[config.mk]
export PLATFORM = sky130hd
export DESIGN_NAME = mac_pe_vec
export DESIGN_NICKNAME = d
export VERILOG_FILES = /design/src/rtl/mac_pe_vec.sv
export SDC_FILE = /design/constraint.sdc
export NUM_CORES = 2
export LEC_CHECK = 0
export CORE_UTILIZATION = 45
export DETAILED_ROUTE_END_ITERATION = 8
export GPL_ROUTABILITY_DRIVEN = 0
export GPL_TIMING_DRIVEN = 1
export PLACE_DENSITY_LB_ADDON = 0.15
export SLEW_MARGIN = 0
export SYNTH_ARGS = -nofsm -noshare
export SYNTH_HDL_FRONTEND = slang
export SYNTH_SLANG_ARGS = --single-unit
[constraint.sdc]
create_clock -name clk -period 6.9 [get_ports clk]
set_input_delay 1.38 -clock clk [delete_from_list [all_inputs] [get_ports clk]]
set_output_delay 1.38 -clock clk [all_outputs]
set_load 0.02 [all_outputs]
[src/rtl/mac_pe_vec.sv]
// mac_pe_vec: vector multiply-accumulate PE, LANES lanes sharing scalar b.
// Each lane computes c + sum(a_k*b_k) mod 2^WIDTH over len terms.
// Ports: clk, rst (sync, active-high); start/len/c open a run;
//   in_valid/in_ready/a/b stream terms; out_valid/out_ready/result
//   return the per-lane sums; busy is high outside IDLE.
// Optional macro MAC_PE_SUB_EN adds port sub: result = c - sum(a_k*b_k).
module mac_pe_vec #(
  parameter int WIDTH = 16,
  parameter int LANES = 4,
  parameter int LEN_W = 12
) (
  input  logic                   clk,
  input  logic                   rst,
  input  logic                   start,
`ifdef MAC_PE_SUB_EN
  input  logic                   sub,
`endif
  input  logic [LEN_W-1:0]       len,
  input  logic [LANES*WIDTH-1:0] c,
  input  logic                   in_valid,
  output logic                   in_ready,
  input  logic [LANES*WIDTH-1:0] a,
  input  logic [WIDTH-1:0]       b,
  output logic                   out_valid,
  input  logic                   out_ready,
  output logic [LANES*WIDTH-1:0] result,
  output logic                   busy
);

  typedef enum logic [1:0] {
    IDLE,
    RUN,
    DRAIN,
    DONE
  } state_t;

  localparam logic [LEN_W-1:0] ONE = LEN_W'(1);

  state_t           state;
  logic [WIDTH-1:0] acc     [LANES];
  logic [WIDTH-1:0] prod    [LANES];
  logic [WIDTH-1:0] mul     [LANES];
  logic [WIDTH-1:0] acc_upd [LANES];
  logic             prod_v;
  logic [LEN_W-1:0] cnt;
  logic [LEN_W-1:0] len_q;
  logic             accept;
`ifdef MAC_PE_SUB_EN
  logic             sub_q;
`endif

  assign in_ready = (state == RUN);
  assign busy     = (state != IDLE);
  assign accept   = in_valid && (state == RUN);

  // Products are truncated to WIDTH; the accumulate step runs one
  // cycle behind the multiply, so the last product lands in DRAIN.
  always_comb begin
    for (int i = 0; i < LANES; i++) begin
      mul[i] = a[i*WIDTH +: WIDTH] * b;
`ifdef MAC_PE_SUB_EN
      acc_upd[i] = sub_q ? (acc[i] - prod[i])
                         : (acc[i] + prod[i]);
`else
      acc_upd[i] = acc[i] + prod[i];
`endif
    end
  end

  always_ff @(posedge clk) begin
    if (rst) begin
      state     <= IDLE;
      prod_v    <= 1'b0;
      cnt       <= '0;
      len_q     <= '0;
      out_valid <= 1'b0;
      result    <= '0;
`ifdef MAC_PE_SUB_EN
      sub_q     <= 1'b0;
`endif
      for (int i = 0; i < LANES; i++) begin
        acc[i]  <= '0;
        prod[i] <= '0;
      end
    end else begin
      prod_v <= accept;
      if (prod_v) begin
        for (int i = 0; i < LANES; i++)
          acc[i] <= acc_upd[i];
      end
      if (accept) begin
        cnt <= cnt + ONE;
        for (int i = 0; i < LANES; i++)
          prod[i] <= mul[i];
      end
      unique case (state)
        IDLE: begin
          if (start) begin
            cnt   <= '0;
            len_q <= len;
`ifdef MAC_PE_SUB_EN
            sub_q <= sub;
`endif
            for (int i = 0; i < LANES; i++)
              acc[i] <= c[i*WIDTH +: WIDTH];
            state <= (len == '0) ? DONE : RUN;
          end
        end
        RUN: begin
          if (accept && (cnt == len_q - ONE))
            state <= DRAIN;
        end
        DRAIN: begin
          state <= DONE;
        end
        DONE: begin
          // First DONE cycle publishes acc; then wait for out_ready.
          if (!out_valid) begin
            out_valid <= 1'b1;
            for (int i = 0; i < LANES; i++)
              result[i*WIDTH +: WIDTH] <= acc[i];
          end else if (out_ready) begin
            out_valid <= 1'b0;
            state     <= IDLE;
          end
        end
        default: state <= IDLE;
      endcase
    end
  end

endmodule

# After elaboration in Yosys (flattened, before gate mapping)
# Memories as Yosys holds them, arrays and structs flattened.
# Index checks and enable logic that the tools add are counted.
[op_classes] addsub=6 multipliers=4 n_eq_ne=8 muxes=35 bitwise=13 reduce_logical=8
[ops] op="$mux W16" count=12
[ops] op="$add A16 B16 Y16" count=4
[ops] op="$mul A16 B16 Y16" count=4
[ops] op="$mux W12" count=3
[ops] op="$mux W1" count=14
[ops] op="$add A12 B1 Y12 const B" count=1
[ops] op="$eq A12 B12 Y1" count=1
[ops] op="$logic_not A12 Y1" count=1
[ops] op="$or A1 B1 Y1" count=12
[ops] op="$sub A12 B1 Y12 const B" count=1
[ops] op="$mux W2" count=5
[ops] op="$pmux W2 S4" count=1
[ops] op="$ne A2 B2 Y1 const B" count=3
[ops] op="$eq A2 B2 Y1 const B" count=2
[ops] op="$reduce_and A2 Y1" count=2
[ops] op="$reduce_and A4 Y1" count=1
[ops] op="$eq A2 B1 Y1 const B" count=1
[ops] op="$logic_and A1 B1 Y1" count=2
[ops] op="$logic_not A2 Y1" count=1
[ops] op="$ne A2 B1 Y1 const B" count=1
[ops] op="$reduce_bool A2 Y1" count=1
[ops] op="$not A1 Y1" count=1
[word_totals] ff_bits=92 ramBits=128 in_bits=161 output_inout_bits=67 word_cells=82 n_memories=2
[mem_list] memory="acc" words=4 word_bits=16 read_ports=4 rd_ports_with_merged_regs=0 write_ports=4 line_no="40" rtl="logic [WIDTH-1:0] acc [LANES];"
[mem_list] memory="prod" words=4 word_bits=16 read_ports=4 rd_ports_with_merged_regs=0 write_ports=4 line_no="41" rtl="logic [WIDTH-1:0] prod [LANES];"

# Depth between registers and ports, before layout
[logic_depth] ltp_word=6 mapped_depth=23 mapped_depth_nobuf=21

# Least setup slack after synthesis
# No wires, ideal clock.
[synth_path] kind="in2reg" start="in b[2]" end="mem prod[1][15] (data pin)" setup_time_ns=0.266 arrival_ns=6.203 required_time_ns=6.634 setup_slack_ns=0.431 cell_stages=20 path_buffers=2 cell_sequence="clkbuf_1 clkbuf_1 nand2_1 fa_1 fa_1 inv_1 fa_1 inv_1 fa_1 fa_1 fa_1 inv_1 ha_1 o21ai_0 nand2b_1 a21oi_1 nor2b_1 o22ai_1 xnor2_1 nor2_1"
[synth_lines] item="start: declaration" line_no="23" rtl="input logic [WIDTH-1:0] b,"
[synth_lines] item="end: declaration" line_no="41"

==> reports/metrics.yaml <==
global_routing:
  grt_pass1_vias: 21308
  antenna_found_initial: 0
  track_usage: 0.2266
  grt_pass1_wl_microns: 110400
  grt_max_degree: 65
  grt-ovfl-total: 0
floorplanning:
  core_sq_um: 59020
  die_x_microns: 246.3
  ios: 228
  die_area_sq_um: 60650
  rows: 89
  initial_core_util: 0.4550
  die_y_microns: 246.3
synth:
  synth-simple-area-share: 0.1759
  synth_top_family_by_area: "adder cells"
  syn-num-nets: 3765
  synth.distinct_cells: 66
  ys.flop_type: "edfxtp_1"
  ys_warn_count: 0
  async_reset_ff_frac: 0
  yosys-mux-area-fraction: 0.001118
  yosysSeqAreaShare: 0.2117
  synthAdderAreaFrac: 0.3641
  synth_edf_count: 128
  synth_area_sq_um: 26850
  synth-seq-cells: 220
  synth_compound_area_frac: 0.08765
  syn_area_per_cell_sq_um: 8.900
  post_synth_inst_count: 3017
  synth_xor_area_frac: 0.07306
power:
  p_leak_uw: 0.01415
  powerDensity_nw_per_um2: 372.7
  irDropWorstVdd_v: 0.0003382
  power.total_uw: 11640
cts:
  htreeDepth: 1
  numCtsBuffers: 24
  post_cts_buffers: 0
  ctsResizeCount: 0
  root_buffer: "clkbuf_16"
  cts_tree: "yes"
  cts.path.max_buffers: 3
  holdBufCountCts: 0
  clock-sinks: 220
  clk_pin_slew_ns: 0.06
  worst_skew_pair.late_latency_ns: 0.54
hold_path:
  worst_hold_startpoint: "result[14]$_SDFFE_PP0P_"
  whs_endpoint: "result[14]$_SDFFE_PP0P_"
  hold_class: "register to register"
  hold_depth: 2
worst_setup_path:
  path_common_cell: "fa_1"
  critPathLaunchType: "input port"
  cp_slowest_cell: "clkdlybuf4s50_1"
  path_max_fanout: 10
  worst-setup-path-type: "input port to register"
  rr_startpoint: "state[0]$_SDFFE_PP0P_"
  arrival_ns: 6.71
  crit_path_cell_trace: "clkdlybuf4s50_1 > and2_1 > fa_1 > inv_1 > fa_1 > fa_1 > fa_1 > inv_1 > fa_1 > inv_1 > fa_1 > inv_1 > ha_1 > o21ai_0 > nand2b_1 > a21oi_1 > inv_1 > a21oi_1 > a21oi_1 > xnor2_1 > nor2_1"
  path_delay_family: "adder cells"
  worstRegToRegCells: 4
  cpPeakStageDelay_ns: 0.67
  cp-end-kind: "register"
  required_ns: 7.13
  worst-r2r-setup-slack_ns: 3.89
  worst-path-buf-inv: 6
  rr_endpoint: "acc[1][15]$_SDFFCE_PP0P_"
drt:
  routed_wl_microns: 67720
  antenna_left: 0
  top_layer: "met4"
  wl_per_cell_microns: 16.85
  vias: 20617
  first_pass_iters: 5
  drt-vias-per-instance: 5.129
  wl_met2_microns: 31620
  wl_met1_microns: 31830
  wl_met3_microns: 3200
  drtIter0Drc: 917
  drc_errors: 0
finish:
  layout_commonest_cell: "nand2_1"
  num-fill-cells: 5455
  final_cell_mix: "nand2_1, inv_1, fa_1"
  layout-drive-gt1-share: 0.05020
  n_antenna_cell: 0
  nets: 3977
  area_growth_pct: 16.26
sta:
  finalSetupViolCount: 0
  tns_ns: 0
  skew_ns: 0.02284
  period_minus_slack_ns: 6.475
  slew_violations: 0
  slew_headroom: 0.2025
  rsz0062_at_grt: "false"
  worst_pin_slew_ns: 1.196
  hold_viol_final: 0
  final.period_utilization: 0.9385
  fmax_ghz: 0.1544
placed_design:
  portBuffers: 227
  hpwlAfterDp_microns: 53950
outcome:
  status: "completed"
flow_run:
  cap_violations: 0
through the flow:
stage	area [sq um]	hold WS, ns	setup slack (ns)	util	cells
2_1_floorplan	26850	0.4621	0.4312	-	3017
5_1_grt	31220	0.4711	0.1050	0.5290	4020
6_report	31220	0.4531	0.4245	0.5290	4020
4_1_cts	31220	0.4549	0.4718	0.5290	4020
3_5_place_dp	30370	0.4461	-0.09037	0.5146	3976
3_3_place_gp	30370	0.4470	0.01139	0.5146	3976
state kept, by name, summed over array words and instances, names as in the netlist:
signal / count
acc: 64
prod: 64
result: 64
cnt: 12
len_q: 12
state: 2
out_valid: 1
prod_v: 1
worst min-delay path, stage by stage, from the launching register on:
cell     delay, ns
dfxtp_1       0.31
nand2_1       0.05
a21oi_1       0.05
synth_stat cells, types with 9 or more instances:
library cell / n / area share
a21o_1: 33 / 0.0092
a21oi_1: 143 / 0.027
a22o_1: 14 / 0.0046
a32o_1: 10 / 0.0037
and2_1: 282 / 0.066
and3_1: 9 / 0.0021
clkbuf_1: 119 / 0.017
dfxtp_1: 92 / 0.069
edfxtp_1: 128 / 0.14
fa_1: 324 / 0.24
ha_1: 263 / 0.12
inv_1: 481 / 0.067
nand2_1: 509 / 0.071
nand2b_1: 14 / 0.0033
nand3_1: 17 / 0.0032
nor2_1: 88 / 0.012
nor2b_1: 9 / 0.0021
nor3_1: 27 / 0.0050
nor4_1: 9 / 0.0021
o21a_1: 14 / 0.0039
o21ai_0: 95 / 0.018
xnor2_1: 162 / 0.053
xor2_1: 62 / 0.020
per-layer routing:
metal,GRT usage,up-vias
met3,0.01373,69
met2,0.3784,521
met1,0.3230,10111
li1,-,9916
met5,0,-
met4,0.04811,0
cells by family after synthesis:
family          after synthesis
compound gates              375
xor+xnor                    224
fa+ha+maj                   587
buf+inv                     612
flops                       220
mux                           3
simple gates                996
layout make-up:
class | instances | area, sq um | area share
multi-input combinational | 2185 | 18870 | 0.6044
sequential | 220 | 5685 | 0.1821
timing repair buffer | 317 | 3048 | 0.09763
inverter | 481 | 1805 | 0.05783
tap | 773 | 967.2 | 0.03098
clock buffer | 36 | 793.3 | 0.02541
clock inverter | 8 | 51.30 | 0.001643
power breakdown:
group          switching [uW]  internal (uW)
registers                 199           1710
clock network             550            801
logic                    4450           3920
total                    5200           6440
how the worst max path moves through the flow:
| stage | startpoint | endpoint | slack (ns) | cells after the start |
|---|---|---|---|---|
| 4_1_cts | b[4] | prod[1][15]$_SDFFCE_PN0P_ | 0.47 | 21 |
| 3_5_place_dp | b[4] | prod[1][15]$_SDFFCE_PN0P_ | -0.09 | 21 |
| 2_1_floorplan | b[2] | prod[1][15]$_SDFFCE_PN0P_ | 0.43 | 20 |
| 3_3_place_gp | b[4] | prod[3][15]$_SDFFCE_PN0P_ | 0.01 | 22 |
| 5_1_grt | a[38] | prod[2][15]$_SDFFCE_PN0P_ | 0.10 | 21 |
| 6_report | a[38] | prod[2][15]$_SDFFCE_PN0P_ | 0.42 | 21 |
Power figures use the tool's default switching activity.
